### config.mk
export PLATFORM = sky130hd
export DESIGN_NAME = board_state_link
export DESIGN_NICKNAME = d
export VERILOG_FILES = /design/src/rtl/board_state_link.sv
export SDC_FILE = /design/constraint.sdc
export NUM_CORES = 1
export LEC_CHECK = 0
export CAP_MARGIN = 0
export CORE_AREA = 2 2 138 113
export CTS_CLUSTER_DIAMETER = 80
export DETAILED_ROUTE_END_ITERATION = 7
export DIE_AREA = 0 0 140 115
export PLACE_DENSITY = 0.76
export RECOVER_POWER = 50
export SETUP_SLACK_MARGIN = 0.05
export SYNTH_ARGS = -nofsm -noshare
export SYNTH_HDL_FRONTEND = slang
export SYNTH_SLANG_ARGS = --single-unit
export TNS_END_PERCENT = 10
### constraint.sdc
create_clock -name CLK -period 4.6 [get_ports CLK]
set_input_delay 0.46 -clock CLK [delete_from_list [all_inputs] [get_ports CLK]]
set_output_delay 0.46 -clock CLK [all_outputs]
set_load 0.005 [all_outputs]
### src/rtl/board_state_link.sv
// Board end of the emulator state link: streams outputs_state to the host over UART and
// applies inputs_state frames received from it. Define STATE_LINK_CHECKSUM_EN for XOR-checked frames.
module board_state_link #(
  parameter int BAUD_DIV          = 289,
  parameter int INPUTS_STATE_LEN  = 14,
  parameter int OUTPUTS_STATE_LEN = 52,
  parameter int RX_TIMEOUT_BITS   = 16
) (
  input  logic                         CLK,
  input  logic                         RST,
  input  logic [OUTPUTS_STATE_LEN-1:0] outputs_state,
  input  logic                         send_req,
  input  logic                         uart_rx,
  output logic                         uart_tx,
  output logic [INPUTS_STATE_LEN-1:0]  inputs_state,
  output logic                         tx_busy,
  output logic                         rx_valid,
  output logic                         rx_err
);

  localparam int CNT_W      = $clog2(BAUD_DIV);
  localparam int RX_TIMEOUT = RX_TIMEOUT_BITS * BAUD_DIV;
  localparam int TO_W       = $clog2(RX_TIMEOUT);

  localparam logic [CNT_W-1:0] BIT_LAST  = CNT_W'(BAUD_DIV - 1);
  // Start bit is checked two cycles early to absorb the synchronizer and edge-detect latency.
  localparam logic [CNT_W-1:0] START_MID = CNT_W'(BAUD_DIV / 2 - 2);
  localparam logic [TO_W-1:0]  TO_LAST   = TO_W'(RX_TIMEOUT - 1);

`ifdef STATE_LINK_CHECKSUM_EN
  localparam logic [3:0] TX_LAST = 4'd8;
`else
  localparam logic [3:0] TX_LAST = 4'd7;
`endif

  // ---------------------------------------------------------------- TX
  typedef enum logic [1:0] {TX_IDLE, TX_START, TX_DATA, TX_STOP} tx_state_e;

  tx_state_e                    tx_state_q;
  logic [OUTPUTS_STATE_LEN-1:0] snap_q;
  logic                         snap_valid_q;
  logic                         req_pend_q;
  logic                         tx_q;
  logic                         tx_busy_q;
  logic [CNT_W-1:0]             tx_cnt_q;
  logic [2:0]                   tx_bit_q;
  logic [3:0]                   tx_byte_q;
  logic [7:0]                   tx_shift_q;
  logic [55:0]                  snap_ext;
  logic [7:0]                   tx_bytes [16];
`ifdef STATE_LINK_CHECKSUM_EN
  logic [7:0]                   tx_chk;
`endif

  assign snap_ext = 56'(snap_q);

  always_comb begin
    // NOTE: every entry gets a default first so no path can leave a latch behind.
    for (int i = 0; i < 16; i++) tx_bytes[i] = 8'h00;
    tx_bytes[0] = 8'hA5;
    for (int i = 0; i < 7; i++) tx_bytes[i + 1] = snap_ext[8*i +: 8];
`ifdef STATE_LINK_CHECKSUM_EN
    tx_chk = 8'h00;
    for (int i = 0; i < 7; i++) tx_chk = tx_chk ^ snap_ext[8*i +: 8];
    tx_bytes[8] = tx_chk;
`endif
  end

  // NOTE: state registers use non-blocking assignments so every flop samples pre-edge values.
  always_ff @(posedge CLK or posedge RST) begin
    if (RST) begin
      tx_state_q   <= TX_IDLE;
      snap_q       <= '0;
      snap_valid_q <= 1'b0;
      req_pend_q   <= 1'b0;
      tx_q         <= 1'b1;
      tx_busy_q    <= 1'b0;
      tx_cnt_q     <= '0;
      tx_bit_q     <= '0;
      tx_byte_q    <= '0;
      tx_shift_q   <= '0;
    end else begin
      if (send_req && tx_state_q != TX_IDLE) req_pend_q <= 1'b1;
      case (tx_state_q)
        TX_IDLE: begin
          if (!snap_valid_q || outputs_state != snap_q || req_pend_q || send_req) begin
            snap_q       <= outputs_state;
            snap_valid_q <= 1'b1;
            req_pend_q   <= 1'b0;
            tx_shift_q   <= 8'hA5;
            tx_byte_q    <= '0;
            tx_cnt_q     <= '0;
            tx_q         <= 1'b0;
            tx_busy_q    <= 1'b1;
            tx_state_q   <= TX_START;
          end
        end
        TX_START: begin
          if (tx_cnt_q == BIT_LAST) begin
            tx_cnt_q   <= '0;
            tx_bit_q   <= '0;
            tx_q       <= tx_shift_q[0];
            tx_state_q <= TX_DATA;
          end else begin
            tx_cnt_q <= tx_cnt_q + 1'b1;
          end
        end
        TX_DATA: begin
          if (tx_cnt_q == BIT_LAST) begin
            tx_cnt_q <= '0;
            if (tx_bit_q == 3'd7) begin
              tx_q       <= 1'b1;
              tx_state_q <= TX_STOP;
            end else begin
              tx_bit_q   <= tx_bit_q + 1'b1;
              tx_shift_q <= {1'b0, tx_shift_q[7:1]};
              tx_q       <= tx_shift_q[1];
            end
          end else begin
            tx_cnt_q <= tx_cnt_q + 1'b1;
          end
        end
        TX_STOP: begin
          if (tx_cnt_q == BIT_LAST) begin
            tx_cnt_q <= '0;
            if (tx_byte_q == TX_LAST) begin
              tx_busy_q  <= 1'b0;
              tx_state_q <= TX_IDLE;
            end else begin
              tx_byte_q  <= tx_byte_q + 4'd1;
              tx_shift_q <= tx_bytes[tx_byte_q + 4'd1];
              tx_q       <= 1'b0;
              tx_state_q <= TX_START;
            end
          end else begin
            tx_cnt_q <= tx_cnt_q + 1'b1;
          end
        end
        default: tx_state_q <= TX_IDLE;
      endcase
    end
  end

  // ---------------------------------------------------------------- RX byte receiver
  typedef enum logic [1:0] {RB_IDLE, RB_START, RB_DATA, RB_STOP} rb_state_e;
  typedef enum logic [1:0] {RF_HUNT, RF_D0, RF_D1, RF_CHK} rf_state_e;

  logic             rx_meta_q;
  logic             rx_sync_q;
  logic             rx_prev_q;
  rb_state_e        rb_state_q;
  logic [CNT_W-1:0] rb_cnt_q;
  logic [2:0]       rb_bit_q;
  logic [7:0]       rb_shift_q;
  logic             byte_done;

  always_ff @(posedge CLK or posedge RST) begin
    if (RST) begin
      rx_meta_q <= 1'b1;
      rx_sync_q <= 1'b1;
      rx_prev_q <= 1'b1;
    end else begin
      rx_meta_q <= uart_rx;
      rx_sync_q <= rx_meta_q;
      rx_prev_q <= rx_sync_q;
    end
  end

  // Falling-edge start detection keeps a held-low line after a framing error from re-triggering.
  always_ff @(posedge CLK or posedge RST) begin
    if (RST) begin
      rb_state_q <= RB_IDLE;
      rb_cnt_q   <= '0;
      rb_bit_q   <= '0;
      rb_shift_q <= '0;
    end else begin
      case (rb_state_q)
        RB_IDLE: begin
          if (rx_prev_q && !rx_sync_q) begin
            rb_cnt_q   <= '0;
            rb_state_q <= RB_START;
          end
        end
        RB_START: begin
          if (rb_cnt_q == START_MID) begin
            rb_cnt_q   <= '0;
            rb_bit_q   <= '0;
            rb_state_q <= rx_sync_q ? RB_IDLE : RB_DATA;
          end else begin
            rb_cnt_q <= rb_cnt_q + 1'b1;
          end
        end
        RB_DATA: begin
          if (rb_cnt_q == BIT_LAST) begin
            rb_cnt_q   <= '0;
            rb_shift_q <= {rx_sync_q, rb_shift_q[7:1]};
            rb_bit_q   <= rb_bit_q + 1'b1;
            if (rb_bit_q == 3'd7) rb_state_q <= RB_STOP;
          end else begin
            rb_cnt_q <= rb_cnt_q + 1'b1;
          end
        end
        RB_STOP: begin
          if (rb_cnt_q == BIT_LAST) begin
            rb_cnt_q   <= '0;
            rb_state_q <= RB_IDLE;
          end else begin
            rb_cnt_q <= rb_cnt_q + 1'b1;
          end
        end
        default: rb_state_q <= RB_IDLE;
      endcase
    end
  end

  assign byte_done = (rb_state_q == RB_STOP) && (rb_cnt_q == BIT_LAST);

  // ---------------------------------------------------------------- RX frame FSM
  rf_state_e                   rf_state_q;
  logic [7:0]                  d0_q;
`ifdef STATE_LINK_CHECKSUM_EN
  logic [7:0]                  d1_q;
`endif
  logic [TO_W-1:0]             to_cnt_q;
  logic [INPUTS_STATE_LEN-1:0] inputs_state_q;
  logic                        rx_valid_q;
  logic                        rx_err_q;

  always_ff @(posedge CLK or posedge RST) begin
    if (RST) begin
      rf_state_q     <= RF_HUNT;
      d0_q           <= '0;
`ifdef STATE_LINK_CHECKSUM_EN
      d1_q           <= '0;
`endif
      to_cnt_q       <= '0;
      inputs_state_q <= '0;
      rx_valid_q     <= 1'b0;
      rx_err_q       <= 1'b0;
    end else begin
      rx_valid_q <= 1'b0;
      rx_err_q   <= 1'b0;
      if (byte_done) begin
        to_cnt_q <= '0;
        if (!rx_sync_q) begin
          rx_err_q   <= 1'b1;
          rf_state_q <= RF_HUNT;
        end else begin
          case (rf_state_q)
            RF_HUNT: if (rb_shift_q == 8'h5A) rf_state_q <= RF_D0;
            RF_D0: begin
              d0_q       <= rb_shift_q;
              rf_state_q <= RF_D1;
            end
`ifdef STATE_LINK_CHECKSUM_EN
            RF_D1: begin
              d1_q       <= rb_shift_q;
              rf_state_q <= RF_CHK;
            end
            RF_CHK: begin
              if (rb_shift_q == (d0_q ^ d1_q)) begin
                inputs_state_q <= INPUTS_STATE_LEN'({d1_q, d0_q});
                rx_valid_q     <= 1'b1;
              end else begin
                rx_err_q <= 1'b1;
              end
              rf_state_q <= RF_HUNT;
            end
`else
            RF_D1: begin
              inputs_state_q <= INPUTS_STATE_LEN'({rb_shift_q, d0_q});
              rx_valid_q     <= 1'b1;
              rf_state_q     <= RF_HUNT;
            end
`endif
            default: rf_state_q <= RF_HUNT;
          endcase
        end
      end else if (rf_state_q != RF_HUNT && rb_state_q == RB_IDLE) begin
        if (to_cnt_q == TO_LAST) begin
          to_cnt_q   <= '0;
          rx_err_q   <= 1'b1;
          rf_state_q <= RF_HUNT;
        end else begin
          to_cnt_q <= to_cnt_q + 1'b1;
        end
      end else begin
        to_cnt_q <= '0;
      end
    end
  end

  assign uart_tx      = tx_q;
  assign tx_busy      = tx_busy_q;
  assign inputs_state = inputs_state_q;
  assign rx_valid     = rx_valid_q;
  assign rx_err       = rx_err_q;

endmodule
Yosys cells after proc, flatten, opt, wreduce, memory -nomap -nowiden --
Cells that the tools add are included.
Storage, ports and cells: output and inout bits 18, latch bits 0, register bits after elaboration 146, ROM bits 0, RAM bits 0, memories 0, bits of input ports 56
Cells by class: bitwise operators 1, reductions and logical operators 35, $add $sub $neg 6, shifts and indexed selects 0, multipliers 0, order comparisons 1, equality and inequality tests 31, muxes and demuxes 71, divide/modulo/power cells 0
Operator list (count):
- two-way mux 8 bit | 7
- != test 52 bit | 1
- two-way mux 9 bit | 5
- two-way mux 13 bit | 3
- binary-select mux 8 bit (select 4 bit) | 1
- two-way mux 2 bit | 16
- one-hot mux 9 bit (3 select lines) | 1
- != test 2 bit (second input constant) | 12
- one-hot mux 8 bit (3 select lines) | 1
- two-way mux 1 bit | 20
- adder 9 x 1 -> 9 bit (second input constant) | 2
- == test 9 bit (second input constant) | 2
- one-hot mux 9 bit (2 select lines) | 1
- one-hot mux 2 bit (4 select lines) | 2
- two-way mux 3 bit | 5
- AND reduction 5 bit | 3
- nonzero test 2 bit | 7
- adder 13 x 1 -> 13 bit (second input constant) | 1
- == test 13 bit (second input constant) | 1
- two-way mux 4 bit | 3
- one-hot mux 3 bit (2 select lines) | 2
- AND reduction 3 bit | 4
- AND reduction 4 bit | 3
- == test 2 bit (second input constant) | 5
- 24 further kinds | 37

Longest topological paths before layout --
depth in word-level cells 8, mapped depth 10, gate-level depth less buffers 8

Worst setup path after synthesis --
No wires, ideal clock.
path type register to register, from register tx_byte_q[1], to register tx_shift_q[2], required time 4.475 ns, path buffers 0, clock period less this slack 2.228 ns, path slack 2.372 ns, arrival time 2.103 ns, library setup time 0.125 ns, stages on the path, launching flop included 8, cells stage by stage dfrtp_1 > ha_1 > xnor2_1 > mux4_2 > nand2_1 > o31a_1 > o22ai_1 > mux2_2
On the way: word-level cells in the longest chain between the ends 8, elaborated cells between the ends (all ways) 11
RTL lines:
- start, declared | RTL line 47 | logic [3:0] tx_byte_q;
- start signal, assigned | RTL line 130 | tx_byte_q <= tx_byte_q + 4'd1;
- adder 4 x 1 -> 4 bit | RTL line 131 | tx_shift_q <= tx_bytes[tx_byte_q + 4'd1];
- NOT 4 -> 5 bit (implied by the code) | RTL line 131
- binary-select mux 8 bit (select 4 bit) | RTL line 131
- two-way mux 8 bit (implied by the code) (2 in a row) | RTL line 131
- two-way mux 8 bit | RTL line 126 | if (tx_byte_q == TX_LAST) begin
- two-way mux 8 bit | RTL line 124 | if (tx_cnt_q == BIT_LAST) begin
- one-hot mux 8 bit (3 select lines) | RTL line 84 | case (tx_state_q)
- end signal, assigned | RTL line 116 | tx_shift_q <= {1'b0, tx_shift_q[7:1]};
- end signal, assigned | RTL line 131
- end, declared | RTL line 48 | logic [7:0] tx_shift_q;
Several ways; a longest one is shown, not always the timed one. The select of a mux whose other input is x is not followed. A chain may end at the register's enable or synchronous reset.

==> flow_summary.json <==
{
  "outcome": "finished, violations left",
  "violations": "DRC, capacitance limit, slew limit",
  "area_growth_pct": 19.54,
  "r2r_start": "snap_q[38]",
  "cts-buffers-inserted": 17,
  "seqPwrFrac_pct": 44.5,
  "postSynthCellCount": 652,
  "yosysMostFrequentCell": "dfrtp_1",
  "cts_tree": "done",
  "core_um2": 14760,
  "max_stage_delay_ns": 2.14,
  "setup_viol": 0,
  "p_int_mw": 2.298,
  "min_period_ns": 3.242,
  "final_cell_area_um2": 9002,
  "post_cts_buffers": 0,
  "required_ns": 5.13,
  "antenna_found_initial": 1,
  "tns_ns": 0,
  "syn-mean-instance-area_um2": 11.55,
  "cts_htree_levels": 4,
  "end_kind": "async pin",
  "worst_slew_pin_slew_ns": 3.056,
  "drt-initial-drc-count": 475,
  "whs_path_depth": 0,
  "synth.top_cell.area_share_pct": 47.18,
  "synth.distinct_cells": 58,
  "cts_root_buffer": "clkbuf_16",
  "cpMaxStageDelayCell": "inv_1",
  "vdd_ir_drop_max_mv": 0.2870,
  "worst-setup-path-type": "input pin to async pin",
  "pwr-share-comb_pct": 8.7,
  "async_reset_ff_share_pct": 100.0,
  "grt_pass1_vias": 5280,
  "period_share_pct": 70.48,
  "ys_top_cells_by_area": "dfrtp_1, mux2_2, xnor2_1",
  "clock_latency_ns": 0.43,
  "synth_area_um2": 7531,
  "leakage_nw": 4.023,
  "portBuffers": 73,
  "synth.largest_area_cell": "dfrtp_1",
  "firstDrtPassIters": 8,
  "dp_hpwl_mm": 11.94,
  "fillers": 1127,
  "relSlewSlack_pct": -103.7,
  "ys_warn_count": 0,
  "worst_clock_skew_ns": 0.009194,
  "clk_pin_slew_ns": 0.06,
  "setup_ws_ns": 1.358,
  "final_cells": 930,
  "initial_core_util_pct": 51.01,
  "fin_nets": 798,
  "gp_congestion": 0.8346,
  "hold_path_class": "register to register",
  "dominantRegCellSynth": "dfrtp_1",
  "drc": 3,
  "placedInstanceArea_um2": 8401,
  "arrival_ns": 3.78,
  "synth-edff-count": 0,
  "rrSetupSlack_ns": 1.49,
  "crit_chain": "clkdlybuf4s50_1, inv_1, buf_4",
  "layout-drive-gt1-share_pct": 20.41,
  "clock_path_buffers": 2,
  "ys_seq_elements": 146,
  "crit_path_start_kind": "input pin",
  "rr_worst_depth": 7,
  "startpoint": "RST",
  "syn_nets": 723,
  "cts-resized-gates": 0,
  "hold_end": "rx_sync_q",
  "vias_per_cell": 5.752,
  "routed_wl_mm": 16.64,
  "p_sw_mw": 0.7247,
  "final-max-slew-violation-count": 83,
  "max_freq_mhz": 308.4,
  "gr-total-overflow": 0,
  "drv_cap": 1,
  "dieArea_um2": 16100,
  "rows": 40,
  "holdBufCountCts": 0,
  "placedCellCount": 897,
  "critPathMaxFanout": 82,
  "grt_setup_unrepaired": "false",
  "grt_max_degree": 83,
  "ios": 74,
  "yosysSeqAreaShare_pct": 48.58,
  "power_density_nw_per_um2": 335.8,
  "synth_common_cells": "dfrtp_1, mux2_2, xnor2_1, nor2_1, o21ai_0",
  "via_count": 5349,
  "rr_endpoint": "snap_q[2]",
  "post-place-ws_ns": 1.140,
  "wire_per_inst_um": 17.89,
  "min-delay-start": "rx_meta_q",
  "power_frac_clock_pct": 46.8,
  "power.share.switching_pct": 23.98,
  "grt_pass1_wl_mm": 27.42,
  "die_h_um": 115,
  "cts_sinks": 146,
  "finalHoldViolCount": 0,
  "antenna_left": 0,
  "die_w_um": 140,
  "track_usage_pct": 22.06
}
==> registers in the layout (all words and copies together) (netlist names), 2 cells and up, named ones only <==
| name | count |
|---|---|
| tx_cnt_q | 9 |
| to_cnt_q | 13 |
| tx_shift_q | 8 |
| rf_state_q | 2 |
| rb_cnt_q | 9 |
| tx_bit_q | 3 |
| tx_byte_q | 4 |
| rb_shift_q | 8 |
| d0_q | 8 |
| rb_bit_q | 3 |
| snap_q | 52 |
| inputs_state | 14 |
| tx_state_q | 2 |
==> power groups by stage <==
| stage | registers [mW] | clock network, mW | logic [mW] |
|---|---|---|---|
| global route | 1.35 | 1.50 | 0.293 |
| CTS | 1.34 | 1.44 | 0.266 |
| detailed placement | 1.37 | 0 | 0.263 |
| floorplan | 1.35 | 0 | 0.172 |
| finish | 1.34 | 1.42 | 0.262 |
| global placement | 1.37 | 0 | 0.250 |
==> kinds of logic (layout without fill, tap and decap cells) <==
| group | count (synthesis) | in the layout | synth area share (%) |
|---|---|---|---|
| and+or+nand+nor | 173 | 173 | 12.53 |
| DFF | 146 | 146 | 48.58 |
| muxes | 114 | 114 | 17.89 |
| AOI/OAI and AO/OA | 92 | 92 | 7.676 |
| xor gates and xnor gates | 66 | 66 | 7.676 |
| buffers and inverters | 46 | 134 | 3.157 |
| adders and majority gates | 15 | 15 | 2.492 |
| other | 0 | 1 | 0 |
==> cell type report <==
class,count,area (µm²),area share [%]
Inverter,22,82.58,0.9173
Antenna cell,1,2.502,0.02780
Clock inverter,12,157.7,1.751
Multi-Input combinational cell,460,3635,40.38
Tap cell,189,236.5,2.627
Timing Repair Buffer,80,783.3,8.700
Sequential cell,146,3659,40.64
Clock buffer,20,446.7,4.962
==> how the worst max path moves through the flow <==
stage | endpoint | slack [ns] | cells after the start
6_report | uart_tx | 1.36 | 3
5_1_grt | snap_q[14] | 0.69 | 2
4_1_cts | snap_q[2] | 1.54 | 8
3_5_place_dp | snap_q[2] | 1.14 | 8
3_3_place_gp | snap_q[2] | 1.25 | 8
2_1_floorplan | async pin | 0.22 | 1
==> metrics by stage <==
step	total power, mW	utilization, %	hold WS, ns
global placement	1.615	56.90	0.3460
global route	3.146	60.97	0.3704
finish	3.023	60.97	0.3657
floorplan	1.526	-	0.3452
CTS	3.046	60.99	0.3597
detailed placement	1.631	56.90	0.3472
==> critical path, delay by kind of cell <==
family                 cells  cell delay (ns)
buffers and inverters      3             3.23
==> metal layers <==
layer / GRT usage, % / up-vias / routed length, µm
met5: 0 / - / 0
met4: 7.205 / 0 / 252
met3: 5.873 / 22 / 931
met2: 34.55 / 132 / 7911
met1: 30.35 / 2714 / 7546
li1: - / 2481 / -
==> cells in the final DEF (no fill, tap or decap), drive strengths merged, types with 4 or more instances in the layout <==
| cell | n |
|---|---|
| a21oi | 12 |
| dfstp | 4 |
| buf | 7 |
| inv | 23 |
| clkinv | 5 |
| xnor2 | 57 |
| mux4 | 4 |
| mux2i | 12 |
| and3 | 12 |
| clkdlybuf4s50 | 69 |
| nor4 | 6 |
| nand2b | 9 |
| nor3 | 6 |
| clkbuf | 20 |
| a31oi | 4 |
| nand3 | 17 |
| nand2 | 37 |
| o21ai | 39 |
| mux2 | 98 |
| nor2b | 8 |
| ha | 15 |
| o22ai | 8 |
| dfrtp | 142 |
| nor2 | 42 |
| a211oi | 5 |
| nand4 | 17 |
| xor2 | 9 |
| o31ai | 5 |
| a221oi | 4 |
| dlygate4sd3 | 4 |
No activity file was read; power rests on OpenSTA's default activity.
